### config.mk
export PLATFORM = sky130hd
export DESIGN_NAME = mem_responder_flat
export DESIGN_NICKNAME = d
export VERILOG_FILES = /design/src/rtl/mem_responder_if.sv /design/src/rtl/mem_responder.sv /design/src/flat_wrapper.sv
export SDC_FILE = /design/constraint.sdc
export NUM_CORES = 1
export LEC_CHECK = 0
export BUFFER_PORTS_ARGS = -buffer_cell sky130_fd_sc_hd__buf_2
export CORE_ASPECT_RATIO = 1.5
export CORE_MARGIN = 5
export CORE_UTILIZATION = 50
export CTS_CLUSTER_SIZE = 14
export DETAILED_ROUTE_END_ITERATION = 7
export GPL_TIMING_DRIVEN = 0
export HOLD_SLACK_MARGIN = 0.1
export PLACE_DENSITY = 0.93
export SETUP_SLACK_MARGIN = 0.3
export SYNTH_ARGS = -nofsm -noshare
export SYNTH_HDL_FRONTEND = slang
export SYNTH_SLANG_ARGS = --single-unit
### constraint.sdc
create_clock -name clk -period 4.71 [get_ports clk]
set_clock_uncertainty 0.05 [all_clocks]
set_input_delay 0.942 -clock clk [delete_from_list [all_inputs] [get_ports clk]]
set_output_delay 0.942 -clock clk [all_outputs]
set_load 0.005 [all_outputs]
### src/rtl/mem_responder_if.sv
// KS-10 CPU bus memory-cycle signals between the CPU (master) and a memory responder (slave).
interface mem_responder_if;
  logic        busREQI;
  logic [0:35] busADDRI;
  logic [0:35] busDATAI;
  logic        busACKO;
  logic [0:35] busDATAO;

  modport master (
    output busREQI,
    output busADDRI,
    output busDATAI,
    input  busACKO,
    input  busDATAO
  );

  modport slave (
    input  busREQI,
    input  busADDRI,
    input  busDATAI,
    output busACKO,
    output busDATAO
  );
endinterface

### src/rtl/mem_responder.sv
// KS-10 bus memory responder: decodes in-range memory cycles, runs a wait-stated SRAM access
// and returns a one-cycle ACK. Define MEM_RESP_DYNWS_EN to take wait states from port memWS.
module mem_responder #(
  parameter int unsigned MEM_WORDS   = 262144,
  parameter int unsigned WAIT_STATES = 2
) (
  input  logic                 clk,
  input  logic                 rst,
  mem_responder_if.slave       bus,
  output logic [0:21]          sramADDR,
  output logic [0:35]          sramDATAO,
  input  logic [0:35]          sramDATAI,
  output logic                 sramRD,
  output logic                 sramWR
`ifdef MEM_RESP_DYNWS_EN
  ,
  input  logic [0:3]           memWS
`endif
);

  // Flag bit positions of the bus address word (bus.vh busREAD/busWRITE/busIO).
  localparam int unsigned BitRead  = 3;
  localparam int unsigned BitWrite = 5;
  localparam int unsigned BitIo    = 6;

  localparam logic [3:0]  MaxWs    = 4'd12;
  localparam logic [22:0] MemLimit = 23'(MEM_WORDS);

  typedef enum logic [1:0] {StIdle, StAccess, StAck, StTurn} stateType;

  stateType    state;
  logic [3:0]  waitCnt;
  logic        isRead;

  logic [0:21] reqAddr;
  logic        reqRead;
  logic        reqWrite;
  logic        reqIo;
  logic        reqOk;
  logic [3:0]  loadWs;
  logic        unusedAddr;

  assign reqAddr  = bus.busADDRI[14:35];
  assign reqRead  = bus.busADDRI[BitRead];
  assign reqWrite = bus.busADDRI[BitWrite];
  assign reqIo    = bus.busADDRI[BitIo];
  assign reqOk    = bus.busREQI && !reqIo && (reqRead || reqWrite)
                    && ({1'b0, reqAddr} < MemLimit);

  assign unusedAddr = ^{bus.busADDRI[0:2], bus.busADDRI[4], bus.busADDRI[7:13]};

`ifdef MEM_RESP_DYNWS_EN
  assign loadWs = (memWS > MaxWs) ? MaxWs : memWS;
`else
  assign loadWs = 4'(WAIT_STATES);
`endif

  always_ff @(posedge clk or negedge rst) begin
    if (!rst) begin
      state        <= StIdle;
      waitCnt      <= 4'd0;
      isRead       <= 1'b0;
      sramADDR     <= '0;
      sramDATAO    <= '0;
      sramRD       <= 1'b0;
      sramWR       <= 1'b0;
      bus.busACKO  <= 1'b0;
      bus.busDATAO <= '0;
    end else begin
      unique case (state)
        StIdle: begin
          if (reqOk) begin
            // Read wins when both direction flags are set.
            sramADDR  <= reqAddr;
            sramDATAO <= bus.busDATAI;
            isRead    <= reqRead;
            sramRD    <= reqRead;
            sramWR    <= !reqRead;
            waitCnt   <= loadWs;
            state     <= StAccess;
          end
        end
        StAccess: begin
          if (waitCnt != 4'd0) begin
            waitCnt <= waitCnt - 4'd1;
          end else begin
            if (isRead) begin
              bus.busDATAO <= sramDATAI;
            end
            sramRD <= 1'b0;
            sramWR <= 1'b0;
            state  <= StAck;
          end
        end
        StAck: begin
          // ACK is registered out of this state, so the pulse covers the following cycle.
          bus.busACKO <= 1'b1;
          state       <= StTurn;
        end
        StTurn: begin
          bus.busACKO <= 1'b0;
          state       <= StIdle;
        end
      endcase
    end
  end

endmodule

### src/flat_wrapper.sv
// flat-port wrapper written by rule: the top's interface ports become plain ports
module mem_responder_flat 
#(
  parameter int unsigned MEM_WORDS   = 262144,
  parameter int unsigned WAIT_STATES = 2
)
  (clk, rst, sramADDR, sramDATAO, sramDATAI, sramRD, sramWR, bus_busREQI, bus_busADDRI, bus_busDATAI, bus_busACKO, bus_busDATAO);
  mem_responder_if bus_i ();
  input  logic clk;
  input  logic rst;
  output logic [0:21] sramADDR;
  output logic [0:35] sramDATAO;
  input  logic [0:35] sramDATAI;
  output logic sramRD;
  output logic sramWR;
  input wire logic [$bits(bus_i.busREQI)-1:0] bus_busREQI;
  input wire logic [$bits(bus_i.busADDRI)-1:0] bus_busADDRI;
  input wire logic [$bits(bus_i.busDATAI)-1:0] bus_busDATAI;
  output wire logic [$bits(bus_i.busACKO)-1:0] bus_busACKO;
  output wire logic [$bits(bus_i.busDATAO)-1:0] bus_busDATAO;
  assign bus_i.busREQI = bus_busREQI;
  assign bus_i.busADDRI = bus_busADDRI;
  assign bus_i.busDATAI = bus_busDATAI;
  assign bus_busACKO = bus_i.busACKO;
  assign bus_busDATAO = bus_i.busDATAO;
  mem_responder #(.MEM_WORDS(MEM_WORDS), .WAIT_STATES(WAIT_STATES)) u_core (.clk(clk), .rst(rst), .bus(bus_i), .sramADDR(sramADDR), .sramDATAO(sramDATAO), .sramDATAI(sramDATAI), .sramRD(sramRD), .sramWR(sramWR));
endmodule
==> run_results.csv <==
group,metric,value,unit
run_status,status,"complete, no violations",
flow_run,cap_viol_max_count,0,
floorplanning,core,8410,um^2
floorplanning,die_h,124,um
synth,synth_cell_type_count,32,
floorplanning,initial_core_util,0.512,
synth,netlist.top_cell.by_area,"dfrtp_1",
synth,synthCells,256,
synth,yosys-top-cells-count,"dfrtp_1 (104), mux2_4 (52), mux2_2 (38)",
clock_network,clk_pin_slew,0.07,ns
global_routing,grt_pass1_vias,3169,
clock_network,htreeDepth,3,
final_layout,final_nets,580,
final_layout,insertedDiodeCount,0,
synth,syn-num-nets,372,
critical_path,r2r_cells,6,
power_and_ir_drop,power_density,458,nW/um^2
critical_path,cp_max_fo,7,
sta,final.setup.tns,0,ns
final_layout,syn2layout_area_growth,33.2,%
synth,synthAdderAreaFrac,0.0145,
sta,fmax,0.467,GHz
route,first_iter_violations,90,
clock_network,cts_buffers,9,
critical_path,rrSetupSlack,2.72,ns
route,drc_errors,0,
clock_network,cts_tree,"done",
critical_path,cp.required,4.89,ns
global_routing,gr-usage-all-layers,0.189,
final_layout,nFillCells,624,
floorplanning,row_count,41,
sta,slew_viol_final,0,
clock_network,cts.sinks,104,
global_routing,grt_pass1_wl,15500,um
sta,fin_ws,2.57,ns
synth,synth_seq_cells,104,
route,via_count,2857,
sta,setup-violations-final,0,
hold_path,min_to,"u_core.sramADDR[1]",
synth,synth_top_family_by_area,"multiplexers",
synth,ys_seq_area_frac,0.604,
sta,rsz0062_at_grt,"false",
power_and_ir_drop,ir_drop,0.000241,V
hold_path,min_from,"u_core.sramADDR[1]",
sta,final.period_utilization,0.455,
synth,synthSimpleGateAreaFrac,0.0412,
critical_path,end_kind,"flop",
floorplanning,die_w,85.8,um
power_and_ir_drop,p_leak,3.25,nW
clock_network,clockRootBuffer,"clkbuf_16",
synth,ys_top_cells_by_area,"dfrtp_1 (60%), mux2_4 (18%), mux2_2 (9.9%)",
synth,synth_top_area_share,0.604,
placed_design,port_buffers,196,
route,dr.pass1.iters,4,
critical_path,r2r-end,"u_core.state[1]",
sta,relSlewSlack,0.517,
clock_network,postCtsResizedCells,0,
clock_network,clk_latency,0.34,ns
placed_design,dp_slack,2.25,ns
floorplanning,ioPinCount,208,
global_routing,antenna_found_initial,0,
route,viasPerCell,4.96,
placed_design,place_congestion,0.759,
critical_path,cp_data_arrival_time,2.32,ns
global_routing,grt_max_degree,57,
sta,hold_viol,0,
synth,synthMuxAreaShare,0.283,
synth,yosysMostFrequentCell,"dfrtp_1",
route,routedWlPerCell,17.2,um
synth,synth_edf_count,0,
route,ant_nets,0,
global_routing,globalRouteOverflowTotal,0,
hold_path,hp-class,"reg -> reg",
synth,synthArstFlopShare,1.00,
route,wl,9890,um
critical_path,start_kind,"input port",
synth,postSynthAreaPerCell,16.8,um^2
hold_path,hold_depth,1,
clock_network,cts_setup_buffers,0,
synth,synth_flop_cell,"dfrtp_1",
sta,tightest_slew,0.716,ns
critical_path,r2r_start,"u_core.state[0]",
sta,hold_ws,0.445,ns
clock_network,clk_path_buf_depth,2,
clock_network,cts_hold_buffers,0,
synth,synth_compound_area_frac,0.0267,
floorplanning,die_area,10600,um^2
final_layout,layout-drive-gt1-share,0.676,
synth,netlist_area,4310,um^2
critical_path,worstSetupPathType,"in -> reg",
placed_design,dp_hpwl,7750,um
sta,period_needed,2.14,ns
synth,synth_xor_area_frac,0,
synth,yosysWarnings,0,
worst max-delay path: stages:
cell	delay, ns
buf_2	0.12
or2_2	0.31
a31oi_2	0.37
nand2b_4	0.23
mux2_2	0.34
layout make-up:
class | count | area, um^2 | area share
Multi-Input combinational cell | 135 | 1580 | 0.274
Buffer | 10 | 105 | 0.0183
Tap cell | 107 | 134 | 0.0233
Clock buffer | 14 | 274 | 0.0477
Clock inverter | 2 | 12.5 | 0.00218
Timing Repair Buffer | 197 | 1010 | 0.176
Inverter | 7 | 26.3 | 0.00458
Sequential cell | 104 | 2600 | 0.453
report_power, final:
group | internal, mW | switching (mW) | leakage, nW
registers | 1.10 | 0.116 | 1.34
logic | 0.413 | 0.296 | 1.77
clock network | 0.401 | 0.305 | 0.139
kinds of logic (layout without fill, tap and decap cells):
kind of cell | Yosys count | in the layout
mux | 91 | 91
flops | 104 | 104
compound gates | 15 | 15
buf+inv | 17 | 230
fa+ha+maj | 5 | 5
simple gates | 24 | 24
state kept, by name, summed over array words and instances (netlist names):
name	flops
u_core.bus.busACKO	1
u_core.bus.busDATAO	36
u_core.isRead	1
u_core.sramADDR	22
u_core.sramDATAO	36
u_core.sramRD	1
u_core.sramWR	1
u_core.state	2
u_core.waitCnt	4
layout by cell type, fill, tap and decap left out, types with 2 or more instances in the layout:
cell         n
buf_2      195
dfrtp_1    104
mux2_4      52
mux2_2      38
buf_6        9
clkbuf_16    9
inv_1        7
nor2_1       6
ha_1         5
and2_1       4
clkbuf_1     3
o21ai_0      3
clkbuf_8     3
nand2b_4     2
a2bb2oi_1    2
o31ai_1      2
a22o_1       2
nand2_1      2
through the flow:
stage,power (mW),instances,cell area (um^2),util
floorplan,1.61,256,4310,-
global placement,1.89,559,5420,0.645
detailed placement,1.95,560,5450,0.648
CTS,2.66,576,5740,0.682
global route,2.78,576,5740,0.682
finish,2.63,576,5740,0.682
layer usage:
layer | track usage | up-vias | share of wire
met1 | 0.216 | 1373 | 0.37
li1 | - | 1311 | -
met2 | 0.329 | 153 | 0.52
met3 | 0.0543 | 20 | 0.086
met4 | 0.0812 | 0 | 0.026
met5 | 0 | - | 0
worst max-delay path by stage:
| stage | startpoint | to | slack, ns | depth (start not counted) |
|---|---|---|---|---|
| 2_1_floorplan | bus_busADDRI[30] | u_core.state[1] | 2.47 | 4 |
| 3_3_place_gp | rst | u_core.sramDATAO[19] | 1.66 | 1 |
| 3_5_place_dp | bus_busADDRI[32] | u_core.state[1] | 2.25 | 5 |
| 4_1_cts | bus_busADDRI[32] | u_core.state[1] | 2.58 | 5 |
| 5_1_grt | bus_busADDRI[32] | u_core.state[1] | 2.52 | 5 |
| 6_report | bus_busADDRI[32] | u_core.state[1] | 2.57 | 5 |
Power figures use the tool's default switching activity.
